`config.mk`:
```
export PLATFORM = sky130hd
export DESIGN_NAME = star_collector
export DESIGN_NICKNAME = d
export VERILOG_FILES = /design/src/rtl/star_pkg.sv /design/src/rtl/bcd_digit_add.sv /design/src/rtl/star_collector.sv
export SDC_FILE = /design/constraint.sdc
export NUM_CORES = 1
export LEC_CHECK = 0
export CAP_MARGIN = 20
export CORE_ASPECT_RATIO = 0.9
export CORE_MARGIN = 1
export CORE_UTILIZATION = 35
export CTS_BUF_LIST = sky130_fd_sc_hd__clkbuf_4 sky130_fd_sc_hd__clkbuf_8 sky130_fd_sc_hd__clkbuf_16
export CTS_CLUSTER_SIZE = 24
export DETAILED_ROUTE_END_ITERATION = 10
export PLACE_DENSITY_LB_ADDON = 0.25
export SKIP_LAST_GASP = 1
export SYNTH_ARGS = -nofsm -noshare
export SYNTH_HDL_FRONTEND = slang
export SYNTH_HIERARCHICAL = 1
export SYNTH_SLANG_ARGS = --single-unit
export TNS_END_PERCENT = 5
```
`constraint.sdc`:
```
create_clock -name sys_clk -period 5.3 [get_ports sys_clk]
set_input_delay 1.06 -clock sys_clk [delete_from_list [all_inputs] [get_ports sys_clk]]
set_output_delay 1.06 -clock sys_clk [all_outputs]
set_load 0.02 [all_outputs]
```
`src/rtl/star_pkg.sv`:
```
// star_pkg
// Shared definitions for the star collector: default parameter values and
// the encoding of the credit FSM.
//   DEF_NUM_STARS    : number of collectible stars (one touch bit per star)
//   DEF_POINTS_TENS  : BCD tens-digit increment credited per star
//   DEF_FLASH_CYCLES : length of the collect flash pulse in cycles
//   star_state_t     : IDLE (nothing to credit), ADD (crediting), DONE (all collected)
package star_pkg;

    localparam int DEF_NUM_STARS    = 5;
    localparam int DEF_POINTS_TENS  = 5;
    localparam int DEF_FLASH_CYCLES = 8;

    typedef enum logic [1:0] {
        ST_IDLE = 2'd0,
        ST_ADD  = 2'd1,
        ST_DONE = 2'd2
    } star_state_t;

endpackage

```
`src/rtl/bcd_digit_add.sv`:
```
// bcd_digit_add
// Adds one BCD digit, a 4-bit addend and a carry-in, producing a corrected
// BCD digit and a decimal carry-out.
//   digit_in  : current BCD digit (0..9)
//   addend    : value to add (0..9)
//   carry_in  : carry from the next lower digit
//   digit_out : resulting BCD digit (0..9)
//   carry_out : set when the decimal sum reached 10 or more
module bcd_digit_add
    import star_pkg::*;
(
    input  logic [3:0] digit_in,
    input  logic [3:0] addend,
    input  logic       carry_in,
    output logic [3:0] digit_out,
    output logic       carry_out
);

    logic [4:0] raw_sum;

    always_comb begin
        raw_sum = {1'b0, digit_in} + {1'b0, addend} + {4'b0000, carry_in};
        if (raw_sum > 5'd9) begin
            digit_out = 4'(raw_sum - 5'd10);
            carry_out = 1'b1;
        end else begin
            digit_out = raw_sum[3:0];
            carry_out = 1'b0;
        end
    end

endmodule

```
`src/rtl/star_collector.sv`:
```
// star_collector
// Tracks which stars have been collected, credits points for each one in
// BCD (one star per cycle), drives a retriggerable flash pulse per credit and
// flags when every star has been collected and credited.
//   sys_clk       : system clock, rising edge
//   RST_N         : asynchronous active-low reset
//   touch_star    : per-star one-cycle touch pulses
//   game_start    : synchronous clear of all collection state
//   star_en       : per-star still-collectible flag
//   star_count    : number of stars collected
//   score_bcd     : three-digit BCD score, hundreds in [11:8]
//   flash         : collect-flash effect active
//   all_collected : every star collected and all points credited
module star_collector
    import star_pkg::*;
#(
    parameter int NUM_STARS    = DEF_NUM_STARS,
    parameter int POINTS_TENS  = DEF_POINTS_TENS,
    parameter int FLASH_CYCLES = DEF_FLASH_CYCLES
) (
    input  logic                 sys_clk,
    input  logic                 RST_N,
    input  logic [NUM_STARS-1:0] touch_star,
    input  logic                 game_start,
    output logic [NUM_STARS-1:0] star_en,
    output logic [2:0]           star_count,
    output logic [11:0]          score_bcd,
    output logic                 flash,
    output logic                 all_collected
);

    localparam int FLASH_W = $clog2(FLASH_CYCLES + 1);

    star_state_t          state, state_next;
    logic [NUM_STARS-1:0] collected_mask, mask_next, new_touch;
    logic [2:0]           pending, pending_next;
    logic [3:0]           tens_digit, tens_next, tens_sum;
    logic [3:0]           hundreds_digit, hundreds_next, hundreds_sum;
    logic                 tens_carry, unused_hundreds_carry;
    logic [FLASH_W-1:0]   flash_cnt, flash_next;
    logic                 credit;

    function automatic logic [2:0] count_ones(input logic [NUM_STARS-1:0] v);
        logic [2:0] c;
        c = '0;
        for (int i = 0; i < NUM_STARS; i++) begin
            c = c + 3'(v[i]);
        end
        return c;
    endfunction

    // The ones digit is always zero, so only tens and hundreds need adders.
    bcd_digit_add u_tens (
        .digit_in  (tens_digit),
        .addend    (4'(POINTS_TENS)),
        .carry_in  (1'b0),
        .digit_out (tens_sum),
        .carry_out (tens_carry)
    );

    bcd_digit_add u_hundreds (
        .digit_in  (hundreds_digit),
        .addend    (4'h0),
        .carry_in  (tens_carry),
        .digit_out (hundreds_sum),
        .carry_out (unused_hundreds_carry)
    );

    // Pending is nonzero exactly while in ADD, so ADD credits every cycle.
    // IDLE moves to ADD on the same edge the touch lands in pending, which
    // lets the first credit show up two cycles after the touch.
    always_comb begin
        new_touch     = (state == ST_DONE) ? '0 : (touch_star & ~collected_mask);
        credit        = (state == ST_ADD);
        mask_next     = collected_mask | new_touch;
        pending_next  = pending + count_ones(new_touch) - {2'b00, credit};
        tens_next     = credit ? tens_sum : tens_digit;
        hundreds_next = credit ? hundreds_sum : hundreds_digit;
        if (credit) begin
            flash_next = FLASH_W'(FLASH_CYCLES);
        end else if (flash_cnt != '0) begin
            flash_next = flash_cnt - FLASH_W'(1);
        end else begin
            flash_next = '0;
        end
        state_next = state;
        case (state)
            ST_IDLE: begin
                if (pending_next != 3'd0) begin
                    state_next = ST_ADD;
                end
            end
            ST_ADD: begin
                if (pending_next == 3'd0) begin
                    state_next = (&mask_next) ? ST_DONE : ST_IDLE;
                end
            end
            ST_DONE: state_next = ST_DONE;
            default: state_next = ST_IDLE;
        endcase
        if (game_start) begin
            mask_next     = '0;
            pending_next  = '0;
            tens_next     = '0;
            hundreds_next = '0;
            flash_next    = '0;
            state_next    = ST_IDLE;
        end
    end

    always_ff @(posedge sys_clk or negedge RST_N) begin
        if (!RST_N) begin
            state          <= ST_IDLE;
            collected_mask <= '0;
            pending        <= '0;
            tens_digit     <= '0;
            hundreds_digit <= '0;
            flash_cnt      <= '0;
        end else begin
            state          <= state_next;
            collected_mask <= mask_next;
            pending        <= pending_next;
            tens_digit     <= tens_next;
            hundreds_digit <= hundreds_next;
            flash_cnt      <= flash_next;
        end
    end

    assign star_en       = ~collected_mask;
    assign star_count    = count_ones(collected_mask);
    assign score_bcd     = {hundreds_digit, tens_digit, 4'h0};
    assign flash         = (flash_cnt != '0);
    assign all_collected = (state == ST_DONE);

endmodule

```
Word level (Yosys, flattened, before mapping):

Cells that the tools add are included.

* flip-flop bits (word level): 22
* input bits: 8
* output and inout bits: 22
* word-level logic and storage cells: 55

* add/sub/neg operators: 15
* magnitude comparators: 2
* equal/unequal tests: 4
* multiplexer cells: 18
* bitwise gates (word level): 3
* reduce and logical (&&, ||, !) cells: 7

Operator list (number)
* $mux W4: 9
* $add A3 B1 Y3: 4
* $gt A5 B4 Y1 const B: 2
* $mux W5: 2
* $mux W2: 4
* $sub A4 B4 Y4 const B: 2
* $add A2 B1 Y3: 2
* $pmux W2 S3: 1
* $add A4 B1 Y5: 1
* $add A4 B3 Y5 const B: 1
* $and A5 B5 Y5: 1
* $not A5 Y5: 1
* $or A5 B5 Y5: 1
* $reduce_and A5 Y1: 1
* $add A1 B1 Y2: 2
* $reduce_bool A4 Y1: 1
* $sub A4 B1 Y4 const B: 1
* $add A3 B3 Y3: 1
* $logic_not A3 Y1: 1
* $mux W3: 1
* $ne A3 B2 Y1 const B: 1
* $ne A3 B3 Y1 const B: 1
* $reduce_bool A3 Y1: 1
* $sub A3 B1 Y3: 1
* 6 further kinds: 6

Depth between registers and ports, before layout:

Gate-level depths: netlist (run 1).

* depth after elaboration: 13
* gate-level depth with buffers: 15
* depth with buffers taken out: 15

Cells and area by module:

The synthesis (run 1) kept the hierarchy.

Modules (own cells, without submodules)
* star_collector: instances 1, cells each 126, area an instance 1213.7 sq um, sequential area each 550.5 sq um
* bcd_digit_add: instances 2, cells each 22, area an instance 211.5 sq um, sequential area each 0.0 sq um

Least setup slack after synthesis (run 1):

OpenSTA, ideal clock, no wires.

* path kind: register -> register
* start: register tens_digit[0]
* end: register hundreds_digit[2]
* setup time: 0.078 ns
* arrival time: 4.075 ns
* required time: 5.222 ns
* path slack: 1.146 ns
* cell stages (with the launch flop): 16
* buffers on the path: 0
* period minus slack after synthesis: 4.154 ns
* cells stage by stage: dfrtp_1 -> fa_1 -> fa_1 -> xnor2_1 -> ha_1 -> a31o_1 -> o31ai_4 -> fa_1 -> fa_1 -> xnor2_1 -> ha_1 -> a31o_1 -> o31ai_4 -> mux2i_1 -> nand2_1 -> a21oi_1

* word-level cells in the longest chain between the ends: 8
* elaborated cells on any way between the ends: 9
* those cells by class: add/sub: 3; order compare: 2; mux: 4

RTL lines
* from (decl): line star_collector.sv:37 `logic [3:0] tens_digit, tens_next, tens_sum;`
* from (signal assigned): line star_collector.sv:123 `tens_digit <= tens_next;`
* $add A4 B3 Y5 (*): line bcd_digit_add.sv:22 `raw_sum = {1'b0, digit_in} + {1'b0, addend} + {4'b0000, carry_in};`
* $gt A5 B4 Y1 (*): line bcd_digit_add.sv:23 `if (raw_sum > 5'd9) begin`
* $mux W1 (*): line bcd_digit_add.sv:23
* named net tens_carry: line star_collector.sv:39 `logic tens_carry, unused_hundreds_carry;`
* $add A4 B1 Y5 (*): line bcd_digit_add.sv:22
* $sub A4 B4 Y4 / $gt A5 B4 Y1 (equally long branches): line bcd_digit_add.sv:24, bcd_digit_add.sv:23
* $mux W4 (*): line bcd_digit_add.sv:23
* named net hundreds_sum[2]: line star_collector.sv:38 `logic [3:0] hundreds_digit, hundreds_next, hundreds_sum;`
* $mux W4 (*): line star_collector.sv:78 `hundreds_next = credit ? hundreds_sum : hundreds_digit;`
* $mux W4 (*): line star_collector.sv:101 `if (game_start) begin`
* to (signal assigned): line star_collector.sv:124 `hundreds_digit <= hundreds_next;`
* to (decl): line star_collector.sv:38

Mark *: on every way through the listed nets, which the timed path passes. The rest lies on a longest branch. The select of a mux whose other input is x is not followed.
A chain may end at the register's enable or synchronous reset.

Final worst setup path (run 1):

* start: register tens_digit[0]
* end: register hundreds_digit[3]

The elaborated chain is that of the path after synthesis.

==> results.yml, run 1 <==
finish:
  nNetsFinal: 237
  syn_to_final_growth_pct: 24.6
  fin_area_um2: 2040
  multi_input_area_um2: 998
  nFillCells: 449
  diodes: 0
  layout-drive-gt1-share_pct: 6.37
  instances_no_fill: 266
  seq_area_um2: 551
power_and_ir_drop:
  peakVddDrop_uv: 257
  leakagePower_nw: 0.953
  power_mw: 1.20
  power-per-cell-area_nw_per_um2: 586
min_path:
  hold_class: "flop to flop"
synthesis:
  ys_warn_count: 6
  syn-mean-instance-area_um2: 9.63
  ys.flop_type: "dfrtp_1"
  yosys-top-cells-area: "dfrtp_1, ha_1, fa_1"
  yosys-top-cells-count: "dfrtp_1, a21oi_1, inv_1, nand2_1, ha_1"
  synth_edf_count: 0
  synth_mux_area_share_pct: 1.22
  syn_area_um2: 1640
  synth_cells: 170
  synth_largest_area_cell: "dfrtp_1"
  synth-compound-area-share_pct: 14.8
  yosysSeqAreaShare_pct: 33.6
  synth_top_family_by_area: "adder cells"
  async_flop_share_pct: 100
  yosys.area_share.adder_pct: 22.5
  synthDominantCellAreaShare_pct: 33.6
  yosysMostFrequentCell: "dfrtp_1"
  synth_simple_gate_area_share_pct: 13.9
  synthXorXnorAreaFrac_pct: 5.12
  ys_ff_latch: 22
  synth.distinct_cells: 32
die:
  rows: 23
  die_w_um: 74.1
  coreArea_um2: 4460
  die_area_um2: 4950
  die_h_um: 66.9
  initial_core_util_pct: 36.7
  io_pins: 30
clock_network:
  insertion_delay_ns: 0.26
  root_buffer: "clkbuf_8"
  cts_tree: "yes"
  ctsHtreeMaxLevel: 1
  cts.sinks: 22
  cts_hold_buf: 0
  cts_buffer_depth: 2
  cts_setup_buffers: 0
  postCtsResizedCells: 0
  clkTransAtPathRegs_ns: 0.08
  cts_made_buffers: 3
route:
  final_antenna_net_count: 0
  wirelength_mm: 3.02
  drc: 0
  vias_per_cell: 4.53
  first_iter_violations: 51
  vias: 1204
  wire_per_inst_um: 11.4
  first_pass_iters: 4
setup_path:
  slowest_delay_ns: 0.47
  cp_top_family: "adder cells"
  end_kind: "flop"
  cp.buffers_inverters: 0
  critPathMaxFanout: 3
  required_ns: 5.42
  cpMostUsedCell: "fa_1"
  critPathSlowestCell: "fa_1"
  critical_path_class: "flop to flop"
  start_kind: "flop"
  arrival_ns: 4.49
  worstPathCellList: "fa_1 -> fa_1 -> xnor2_1 -> ha_1 -> a31o_1 -> o31ai_4 -> fa_1 -> fa_1 -> xnor2_1 -> ha_1 -> a31o_1 -> a2111oi_0 -> nor2b_1 -> nand2_1 -> a21oi_1"
placed_design:
  gp_congestion: 0.754
  buffer_ports.inserted: 25
  dp_hpwl_mm: 2.33
  dp.cells: 261
  place_area_um2: 1950
timing:
  worst_pin_slew_ns: 0.769
  setup_viol: 0
  rsz0062_at_grt: "false"
  timing.final.hold_violations: 0
  period_needed_ns: 4.37
  timing.final.crit_share_pct: 82.5
  finalClockSkew_ns: 0.00376
  hold_slack_ns: 0.453
  max_freq_mhz: 229
  setup_tns_ns: 0
  slew_viol_final: 0
  slew_headroom_pct: 48.6
global_route:
  grt_pass1_wl_mm: 5.02
  antenna_found_initial: 0
  grt_pass1_vias: 1073
  grt_max_degree: 23
  globalRoute.totalOverflow: 0
  track_usage_pct: 13.6
job:
  cap_violations: 0
status:
  status: "finished clean"
## placed cells by master (no fill, tap or decap)
master and n:
a2111oi_0 2, a21o_2 2, a21oi_1 20, a21oi_2 1
a221oi_2 1, a31o_1 2, and3_1 2, buf_8 1
bufinv_16 1, clkbuf_8 3, clkdlybuf4s50_1 25, clkinv_2 1
conb_1 15, dfrtp_1 22, fa_1 9, ha_1 15
inv_1 19, mux2i_1 2, nand2_1 19, nand2b_1 2
nand3_1 6, nand3b_1 1, nor2_1 12, nor2b_1 3
nor3_1 1, nor3b_1 1, o21ai_1 1, o22ai_1 3
o31ai_4 2, or3_1 1, or4_4 1, xnor2_1 7
xnor3_1 1
## where the power goes
part	total [mW]	switching, mW	internal [mW]
Clock	0.158	0.0566	0.101
Combinational	0.780	0.414	0.367
Sequential	0.258	0.0379	0.220
## per-layer routing
metal | vias to the layer above | track usage (%) | part of all wire, %
met4 | 0 | 3.61 | 0.83
met3 | 4 | 3.33 | 4.4
li1 | 623 | - | -
met1 | 552 | 20.7 | 54
met2 | 25 | 18.9 | 41
met5 | - | 0 | 0
## flip-flops by register name, indices dropped and copies added, names as in the netlist
name	cells
collected_mask	5
flash_cnt	4
hundreds_digit	4
pending	3
state	2
tens_digit	4
## metrics by stage
| step | util, % | setup slack [ns] |
|---|---|---|
| after floorplan | - | 1.15 |
| after global placement | 43.8 | 0.869 |
| after detailed placement | 43.8 | 0.853 |
| after CTS | 45.4 | 0.905 |
| after global routing | 45.7 | 0.692 |
| final | 45.7 | 0.926 |
## worst paths after layout
check	startpoint	endpoint	slack, ns	cells past startpoint
worst max-delay path	tens_digit[0]	hundreds_digit[3]	0.93	15
worst min-delay path	state[1]	state[0]	0.45	1
worst max register to register	tens_digit[0]	hundreds_digit[3]	0.93	15
worst min register to register	state[1]	state[0]	0.45	1
max in group asynchronous	RST_N	hundreds_digit[3]	3.76	2
min in group asynchronous	RST_N	flash_cnt[2]	1.09	1
## layout make-up
type | count | share of cell area [%]
multi-input combinational | 132 | 49.0
sequential | 22 | 27.0
timing repair buffer | 26 | 13.0
tap | 62 | 3.80
inverter | 20 | 3.74
clock buffer | 3 | 2.02
clock inverter | 1 | 1.47
## cell families (layout without fill, tap and decap cells)
kind of cell             Yosys count  in the layout
adder cells (fa/ha/maj)           24             24
buffers and inverters             29             50
other                              2             15
XOR/XNOR                           8              8
AND/OR/NAND/NOR                   49             49
multiplexers                       2              2
AO/OA/AOI/OAI                     34             34
flip-flops                        22             22
Power figures use the tool's default switching activity.
==> run 2: changes to the inputs <==
clock period = 4 ns   (was 5.3 ns; I/O delays follow)
==> run 2 against run 1 <==
Net effect: die area unchanged; fmax rose by 12%; final cell count increased by 6.8%; clock skew barely moved; critical path depth unchanged; cell area grew 9.9%; clock-buffer cell count is the same; register-to-register slack got worse by 0.84 ns; power grew 55%; first-iteration DRC count fell by 37%; wire length up 12%; critical endpoint is now hundreds_digit[2].
==> results.yml, run 2 (synthesized netlist as in run 1, its figures left out) <==
route:
  first_pass_iters: 4
  vias_per_cell: 4.51
  first_iter_violations: 32
  final_antenna_net_count: 0
  drc: 0
  wire_per_inst_um: 12.0
  wirelength_mm: 3.40
  vias: 1281
timing:
  max_freq_mhz: 255
  setup_ws_ns: 0.0821
  timing.final.crit_share_pct: 97.9
  slew_viol_final: 0
  slew_headroom_pct: 44.2
  finalClockSkew_ns: 0.00381
  setup_tns_ns: 0
  rsz0062_at_grt: "true"
  setup_viol: 0
  period_needed_ns: 3.92
  hold_slack_ns: 0.446
  worst_pin_slew_ns: 0.835
  timing.final.hold_violations: 0
clock_network:
  insertion_delay_ns: 0.27
  cts_buffer_depth: 2
  cts_made_buffers: 3
  clkTransAtPathRegs_ns: 0.09
  root_buffer: "clkbuf_8"
  cts.sinks: 22
  ctsHtreeMaxLevel: 1
  cts_tree: "yes"
setup_path:
  end_kind: "flop"
  required_ns: 4.19
  r2r_end: "hundreds_digit[2]"
  start_kind: "flop"
  r2r_cells: 15
  r2r_slack_ns: 0.08
  critPathMaxFanout: 2
  arrival_ns: 4.10
  r2r_start: "tens_digit[0]"
  critical_path_class: "flop to flop"
placed_design:
  place_area_um2: 2090
  gp_congestion: 0.743
  dp_slack_ns: -0.182
  dp.cells: 276
  buffer_ports.inserted: 25
  dp_hpwl_mm: 2.51
finish:
  fin_util_pct: 50.3
  layout-drive-gt1-share_pct: 20.7
  final_common_cell: "clkdlybuf4s50_1"
  diodes: 0
  fin_area_um2: 2240
  final_cell_mix: "clkdlybuf4s50_1, dfrtp_1, nand2_1"
  syn_to_final_growth_pct: 37.0
  top_register: "collected_mask"
  nFillCells: 428
  largest_reg_flops: 5
  nNetsFinal: 255
  instances_no_fill: 284
die:
  rows: 23
  io_pins: 30
  coreArea_um2: 4460
  die_w_um: 74.1
  initial_core_util_pct: 36.7
  die_area_um2: 4950
  die_h_um: 66.9
global_route:
  track_usage_pct: 15.0
  antenna_found_initial: 0
  globalRoute.totalOverflow: 0
  grt_pass1_wl_mm: 5.64
  grt_max_degree: 23
  grt_pass1_vias: 1250
job:
  cap_violations: 0
min_path:
  hold_class: "flop to flop"
  min_to: "state[0]"
  hold_depth: 1
  min_from: "state[1]"
power_and_ir_drop:
  power_mw: 1.85
  peakVddDrop_uv: 412
  leakagePower_nw: 1.05
  power-per-cell-area_nw_per_um2: 827
status:
  status: "finished clean"
## run 2: layout make-up
class                           count  area (µm²)  area share (%)
Multi-Input combinational cell    132        1060            47.5
Timing Repair Buffer               44         400            17.9
Sequential cell                    22         552            24.6
Tap cell                           62        77.6            3.46
Clock inverter                      1        30.0            1.34
Inverter                           20        76.3            3.40
Clock buffer                        3        41.3            1.84
## run 2: timing repair
action,4_1_cts,5_1_grt
hold buffers,0,0
setup endpoints to repair,2,4
gates resized for setup,2,9
pin swaps,0,10
setup buffers,0,3
## run 2: critical path: stages, from the launching register on
cell and delay [ns]:
dfrtp_2 0.42, fa_2 0.36, fa_2 0.39, xnor2_2 0.19, ha_2 0.21, a31o_1 0.17, o31ai_4 0.08, fa_2 0.40
fa_2 0.40, xnor2_2 0.17, buf_4 0.16, a31o_4 0.25, o31ai_4 0.21, mux2i_1 0.21, nand2_1 0.08, a21oi_2 0.13
## run 2: worst max path at each step
stage,startpoint,to,slack [ns],cells past startpoint
finish,tens_digit[0],hundreds_digit[2],0.08,15
global route,tens_digit[0],hundreds_digit[2],-0.10,15
CTS,tens_digit[0],hundreds_digit[2],0.03,15
detailed placement,touch_star[1],state[1],-0.18,13
global placement,touch_star[1],state[1],-0.15,13
floorplan,tens_digit[0],hundreds_digit[2],0.03,15
## run 2: layer usage
layer / track usage, % / routed length (µm) / vias up
li1: - / - / 652
met1: 20.5 / 1580 / 598
met2: 24.3 / 1650 / 27
met3: 3.48 / 144 / 4
met4: 2.88 / 25 / 0
met5: 0 / 0 / -
## run 2: report_power, final
group | total (mW) | leakage [nW] | switching [mW] | internal, mW
Clock | 0.214 | 0.0357 | 0.0799 | 0.134
Sequential | 0.343 | 0.286 | 0.0505 | 0.292
Combinational | 1.30 | 0.727 | 0.634 | 0.664
Total | 1.85 | 1.05 | 0.764 | 1.09
